[src/rtl/fft_r2_seq_ctrl.sv]
// Sequencer for an in-place radix-2 DIT FFT around one shared butterfly:
// bit-reversed load, stage-by-stage issue with write-back drain, natural-order unload.
module fft_r2_seq_ctrl #(
    parameter int unsigned LOG2N = 3
) (
    input  logic             sys_clk_i,
    input  logic             rst_i,
    input  logic             start_i,
    output logic             busy_o,
    output logic             done_o,
    output logic             err_o,
    input  logic             load_valid_i,
    output logic [LOG2N-1:0] load_addr_o,
    output logic             bf_valid_o,
    input  logic             bf_ready_i,
    output logic [LOG2N-1:0] bf_addr_a_o,
    output logic [LOG2N-1:0] bf_addr_b_o,
    output logic [LOG2N-2:0] bf_tw_idx_o,
    output logic [3:0]       bf_stage_o,
    input  logic             wb_valid_i,
    output logic             unload_valid_o,
    input  logic             unload_ready_i,
    output logic [LOG2N-1:0] unload_addr_o
);
    localparam int unsigned      N          = 2 ** LOG2N;
    localparam int unsigned      TW_W       = LOG2N - 1;
    localparam logic [LOG2N-1:0] K_LAST     = LOG2N'(N - 1);
    localparam logic [LOG2N-1:0] WB_FULL    = LOG2N'(N / 2);
    localparam logic [3:0]       STAGE_LAST = 4'(LOG2N - 1);

    typedef enum logic [2:0] {
        S_IDLE,
        S_LOAD,
        S_ISSUE,
        S_DRAIN,
        S_UNLOAD,
        S_DONE
    } state_t;

    state_t            state_q, state_d;
    logic [LOG2N-1:0]  k_q, k_d;
    logic [TW_W-1:0]   j_q, j_d;
    logic [3:0]        s_q, s_d;
    logic [LOG2N-1:0]  wb_q, wb_d;
    logic [LOG2N-1:0]  m_q, m_d;
    logic              err_q, err_d;

    logic [LOG2N-1:0]  k_rev;
    logic [LOG2N-1:0]  j_ext, pos, grp, addr_a, addr_b;
    logic [3:0]        tw_sh;
    logic [TW_W-1:0]   tw_idx;

    always_ff @(posedge sys_clk_i) begin
        if (rst_i) begin
            state_q <= S_IDLE;
            k_q     <= '0;
            j_q     <= '0;
            s_q     <= '0;
            wb_q    <= '0;
            m_q     <= '0;
            err_q   <= 1'b0;
        end else begin
            state_q <= state_d;
            k_q     <= k_d;
            j_q     <= j_d;
            s_q     <= s_d;
            wb_q    <= wb_d;
            m_q     <= m_d;
            err_q   <= err_d;
        end
    end

    always_comb begin
        k_rev = '0;
        for (int unsigned i = 0; i < LOG2N; i++) begin
            k_rev[i] = k_q[LOG2N-1-i];
        end
    end

    // Pair j of stage s: h=2^s, addr_a = (j>>s)*2h + (j & (h-1)), addr_b = addr_a + h.
    always_comb begin
        j_ext  = LOG2N'(j_q);
        pos    = j_ext & ((LOG2N'(1) << s_q) - LOG2N'(1));
        grp    = j_ext >> s_q;
        addr_a = (grp << (s_q + 4'd1)) | pos;
        addr_b = addr_a | (LOG2N'(1) << s_q);
        tw_sh  = STAGE_LAST - s_q;
        tw_idx = TW_W'(pos << tw_sh);
    end

    always_comb begin
        state_d = state_q;
        k_d     = k_q;
        j_d     = j_q;
        s_d     = s_q;
        wb_d    = wb_q;
        m_d     = m_q;
        err_d   = err_q;

        if ((state_q == S_ISSUE || state_q == S_DRAIN) && wb_valid_i) begin
            if (wb_q == WB_FULL) begin
                err_d = 1'b1;
            end else begin
                wb_d = wb_q + 1'b1;
            end
        end

        case (state_q)
            S_IDLE: begin
                if (start_i) begin
                    state_d = S_LOAD;
                    k_d     = '0;
                    s_d     = '0;
                    err_d   = 1'b0;
                end
            end
            S_LOAD: begin
                if (load_valid_i) begin
                    k_d = k_q + 1'b1;
                    if (k_q == K_LAST) begin
                        state_d = S_ISSUE;
                        j_d     = '0;
                        wb_d    = '0;
                    end
                end
            end
            S_ISSUE: begin
                if (bf_ready_i) begin
                    j_d = j_q + 1'b1;
                    if (j_q == '1) begin
                        state_d = S_DRAIN;
                    end
                end
            end
            S_DRAIN: begin
                // wb_d already includes a write-back landing this cycle
                if (wb_d == WB_FULL) begin
                    if (s_q != STAGE_LAST) begin
                        state_d = S_ISSUE;
                        s_d     = s_q + 4'd1;
                        j_d     = '0;
                        wb_d    = '0;
                    end else begin
                        state_d = S_UNLOAD;
                        m_d     = '0;
                    end
                end
            end
            S_UNLOAD: begin
                if (unload_ready_i) begin
                    m_d = m_q + 1'b1;
                    if (m_q == K_LAST) begin
                        state_d = S_DONE;
                    end
                end
            end
            S_DONE: begin
                state_d = S_IDLE;
            end
            default: begin
                state_d = S_IDLE;
            end
        endcase
    end

    assign busy_o         = (state_q != S_IDLE);
    assign done_o         = (state_q == S_DONE);
    assign err_o          = err_q;
    assign load_addr_o    = (state_q == S_LOAD) ? k_rev : '0;
    assign bf_valid_o     = (state_q == S_ISSUE);
    assign bf_addr_a_o    = (state_q == S_ISSUE) ? addr_a : '0;
    assign bf_addr_b_o    = (state_q == S_ISSUE) ? addr_b : '0;
    assign bf_tw_idx_o    = (state_q == S_ISSUE) ? tw_idx : '0;
    assign bf_stage_o     = s_q;
    assign unload_valid_o = (state_q == S_UNLOAD);
    assign unload_addr_o  = (state_q == S_UNLOAD) ? m_q : '0;

endmodule
[config.mk]
export PLATFORM = sky130hd
export DESIGN_NAME = fft_r2_seq_ctrl
export DESIGN_NICKNAME = d
export VERILOG_FILES = /design/src/rtl/fft_r2_seq_ctrl.sv
export SDC_FILE = /design/constraint.sdc
export NUM_CORES = 1
export LEC_CHECK = 0
export ABC_AREA = 1
export ABC_CLOCK_PERIOD_IN_PS = 1600
export CORE_MARGIN = 1.5
export CORE_UTILIZATION = 46
export CTS_CLUSTER_DIAMETER = 120
export DETAILED_ROUTE_END_ITERATION = 10
export GPL_TIMING_DRIVEN = 0
export MAX_ROUTING_LAYER = met4
export PLACE_DENSITY_LB_ADDON = 0.15
export SLEW_MARGIN = 20
export SYNTH_ARGS = -nofsm -noshare
export SYNTH_HDL_FRONTEND = slang
export SYNTH_SLANG_ARGS = --single-unit
[constraint.sdc]
create_clock -name sys_clk_i -period 1.6 [get_ports sys_clk_i]
set_input_delay 0.24 -clock sys_clk_i [delete_from_list [all_inputs] [get_ports sys_clk_i]]
set_output_delay 0.24 -clock sys_clk_i [all_outputs]
set_load 0.05 [all_outputs]
==> run_results.csv <==
group,metric,value,unit
status,status,"complete, but fails checks",
status,violations,"setup timing",
cts,cts_htree_levels,1,
cts,hold_buffers,0,
synth,netlist_top_cells_area,"dfxtp_1 26%, nand2_1 13%, inv_1 9.1%",
synth,synth_edf_count,0,
routing,wl_per_cell,15.4,µm
sta,layout_min_cycle_time,2.07,ns
cells_and_area,area_growth,79.5,%
floorplanning,fp-row-count,20,
power,p_leak,0.00109,µW
floorplanning,ioPinCount,30,
sta,post-route-period-util,129,%
synth,synth_top_area_share,26.3,%
synth,netlist_area,1450,µm²
floorplanning,die_w,59.1,µm
sta,final_hold_viol_count,0,
cts,clockBufferDepth,2,
critical_path,worstPathRequired,1.36,ns
grt,grt_pass1_wl,6.93,mm
critical_path,cp.arrival,1.83,ns
floorplanning,initial_core_util,47.7,%
min_path,hp-class,"input port to flop",
sta,tightest_slew,0.488,ns
cells_and_area,fillers,152,
cells_and_area,n_antenna_cell,0,
grt,grt_pass1_vias,1560,
synth,yosysUniqueCellTypes,30,
critical_path,endpoint,"bf_addr_b_o[2]",
synth,seq_area_frac_synth,26.3,%
power,peakVddDrop,0.000893,V
floorplanning,dieArea,3490,µm²
job,maxCapViolations,0,
grt,overflow,0,
critical_path,worstSetupPathType,"flop to output port",
cells_and_area,final_common_cell,"nand2_1",
routing,drtAntennaViolNets,0,
cells_and_area,drive_gt1_share,52.1,%
critical_path,cp-startpoint,"bf_stage_o[2]",
synth,ys_seq_elements,19,
routing,drt_wl_total,5.13,mm
synth,synthCells,224,
power,p_per_area,1600,nW/µm²
cells_and_area,final_core_util,85.7,%
synth,synth_top_area_cell,"dfxtp_1",
sta,finClkSkew,0.00295,ns
cts,cts.clk_slew.worst_paths,0.11,ns
cells_and_area,mostFrequentLayoutCells,"37 x nand2_1, 28 x buf_4, 24 x inv_1",
synth,async_reset_ff_share,0,%
grt,grt_max_degree,11,
synth,ys_warn_count,0,
sta,rsz0062_at_grt,"true",
critical_path,start_kind,"flop",
cells_and_area,fin_cells,334,
place,dp_hpwl,2.70,mm
cells_and_area,multiInputGateArea,1290,µm²
cts,cts_buffers,3,
routing,drc,0,
sta,max_slew_margin,67.6,%
cells_and_area,fin_area,2590,µm²
critical_path,rr_endpoint,"state_q[1]",
sta,slew_viol_final,0,
place,place.port_buffers,28,
place,place_inst,296,
routing,viasPerCell,5.44,
grt,grt_usage,26.8,%
routing,drt-initial-drc-count,100,
cts,insertion_delay,0.30,ns
routing,vias,1816,
critical_path,r2r-start,"state_q[2]",
sta,finalSetupViolations,25,
synth,ys.flop_type,"dfxtp_1",
cts,cts_root_buffer,"clkbuf_4",
critical_path,critPathCaptureType,"output port",
sta,fmax,483,MHz
critical_path,path_max_fanout,4,
floorplanning,die_height,59.1,µm
grt,antenna_found_initial,0,
synth,synth_fp_nets,240,
place,gp_congestion,0.925,
routing,firstDrtPassIters,4,
cells_and_area,fin_nets,307,
critical_path,reg2reg_setup_slack,-0.23,ns
synth,synth.avg_cell_area,6.45,µm²
cts,cts_tree,"built",
sta,setup_ws,-0.471,ns
floorplanning,core,3030,µm²
critical_path,reg2reg_depth,14,
cells_and_area,register_area,405,µm²
cts,cts_sinks,19,
sta,tns,-4.44,ns
sta,holdWs,0.308,ns
place,postPlaceCellArea,1980,µm²
Yosys cell counts, drive strengths merged, types with 2 or more instances:
library cell and number:
nand2 54, inv 40, nor2 39, dfxtp 19, a21oi 15, nand3 13, ha 9, o21ai 9
nand4 7, a211oi 3, xor2 3, a31oi 2, buf 2, nor3 2
registers in the layout, summed over array words and instances (netlist names):
signal / cells
err_o: 1
j_q: 2
state_q: 3
m_q: 3
bf_stage_o: 4
wb_q: 3
k_q: 3
worst max-delay path, stage by stage (launching register included):
cell      delay, ns
dfxtp_4        0.39
nor2_4         0.16
nand2_2        0.10
nor2_2         0.13
inv_2          0.06
nor2_4         0.11
o211ai_1       0.11
buf_4          0.17
a21oi_4        0.14
buf_6          0.17
metrics by stage:
stage / power, µW / setup slack, ns
2_1_floorplan: 2360 / -0.250
6_report: 4140 / -0.471
3_3_place_gp: 2780 / -0.865
3_5_place_dp: 2790 / -0.887
5_1_grt: 4390 / -0.579
4_1_cts: 3610 / -0.373
layout make-up:
type	count	share of cell area [%]
well taps	44	2.12
inverters	40	7.19
flip-flops and latches	19	15.6
repair buffers	62	23.7
clock buffers	4	1.01
plain buffers	3	0.627
multi-input cells	162	49.7
timing repair:
item | in CTS | in global routing
pin swaps | 11 | 21
setup buffers | 23 | 11
resized for setup | 149 | 71
hold endpoints to repair | 0 | 0
setup endpoints to repair | 32 | 32
worst min path at each step:
stage	startpoint	endpoint	slack, ns	cells after the start
detailed placement	err_o	err_o	0.47	2
finish	rst_i	m_q[1]	0.31	2
CTS	rst_i	m_q[2]	0.29	2
global route	rst_i	m_q[1]	0.30	2
global placement	err_o	err_o	0.45	2
floorplan	start_i	err_o	0.44	3
routing by layer:
metal,track usage (%),vias up,wire length [µm]
met4,10.1,0,201
met2,45.9,68,2790
li1,-,854,-
met1,31.7,870,1990
met5,-,-,0
met3,3.71,24,147
power by group:
part | internal [µW] | switching, µW | leakage, µW
clock | 97.2 | 155 | 0.0000150
sequential | 617 | 169 | 0.000160
combinational | 1200 | 1900 | 0.000913
total | 1920 | 2230 | 0.00109
cell families (layout without fill, tap and decap cells):
kind of cell / after synthesis / after routing / synth area share [%]
xor+xnor: 3 / 3 / 1.82
flops: 19 / 19 / 26.3
buf+inv: 43 / 109 / 11.7
compound gates: 32 / 32 / 12.5
fa+ha+maj: 9 / 9 / 7.79
simple gates: 118 / 118 / 39.9
(Power assumes the default switching activity.)
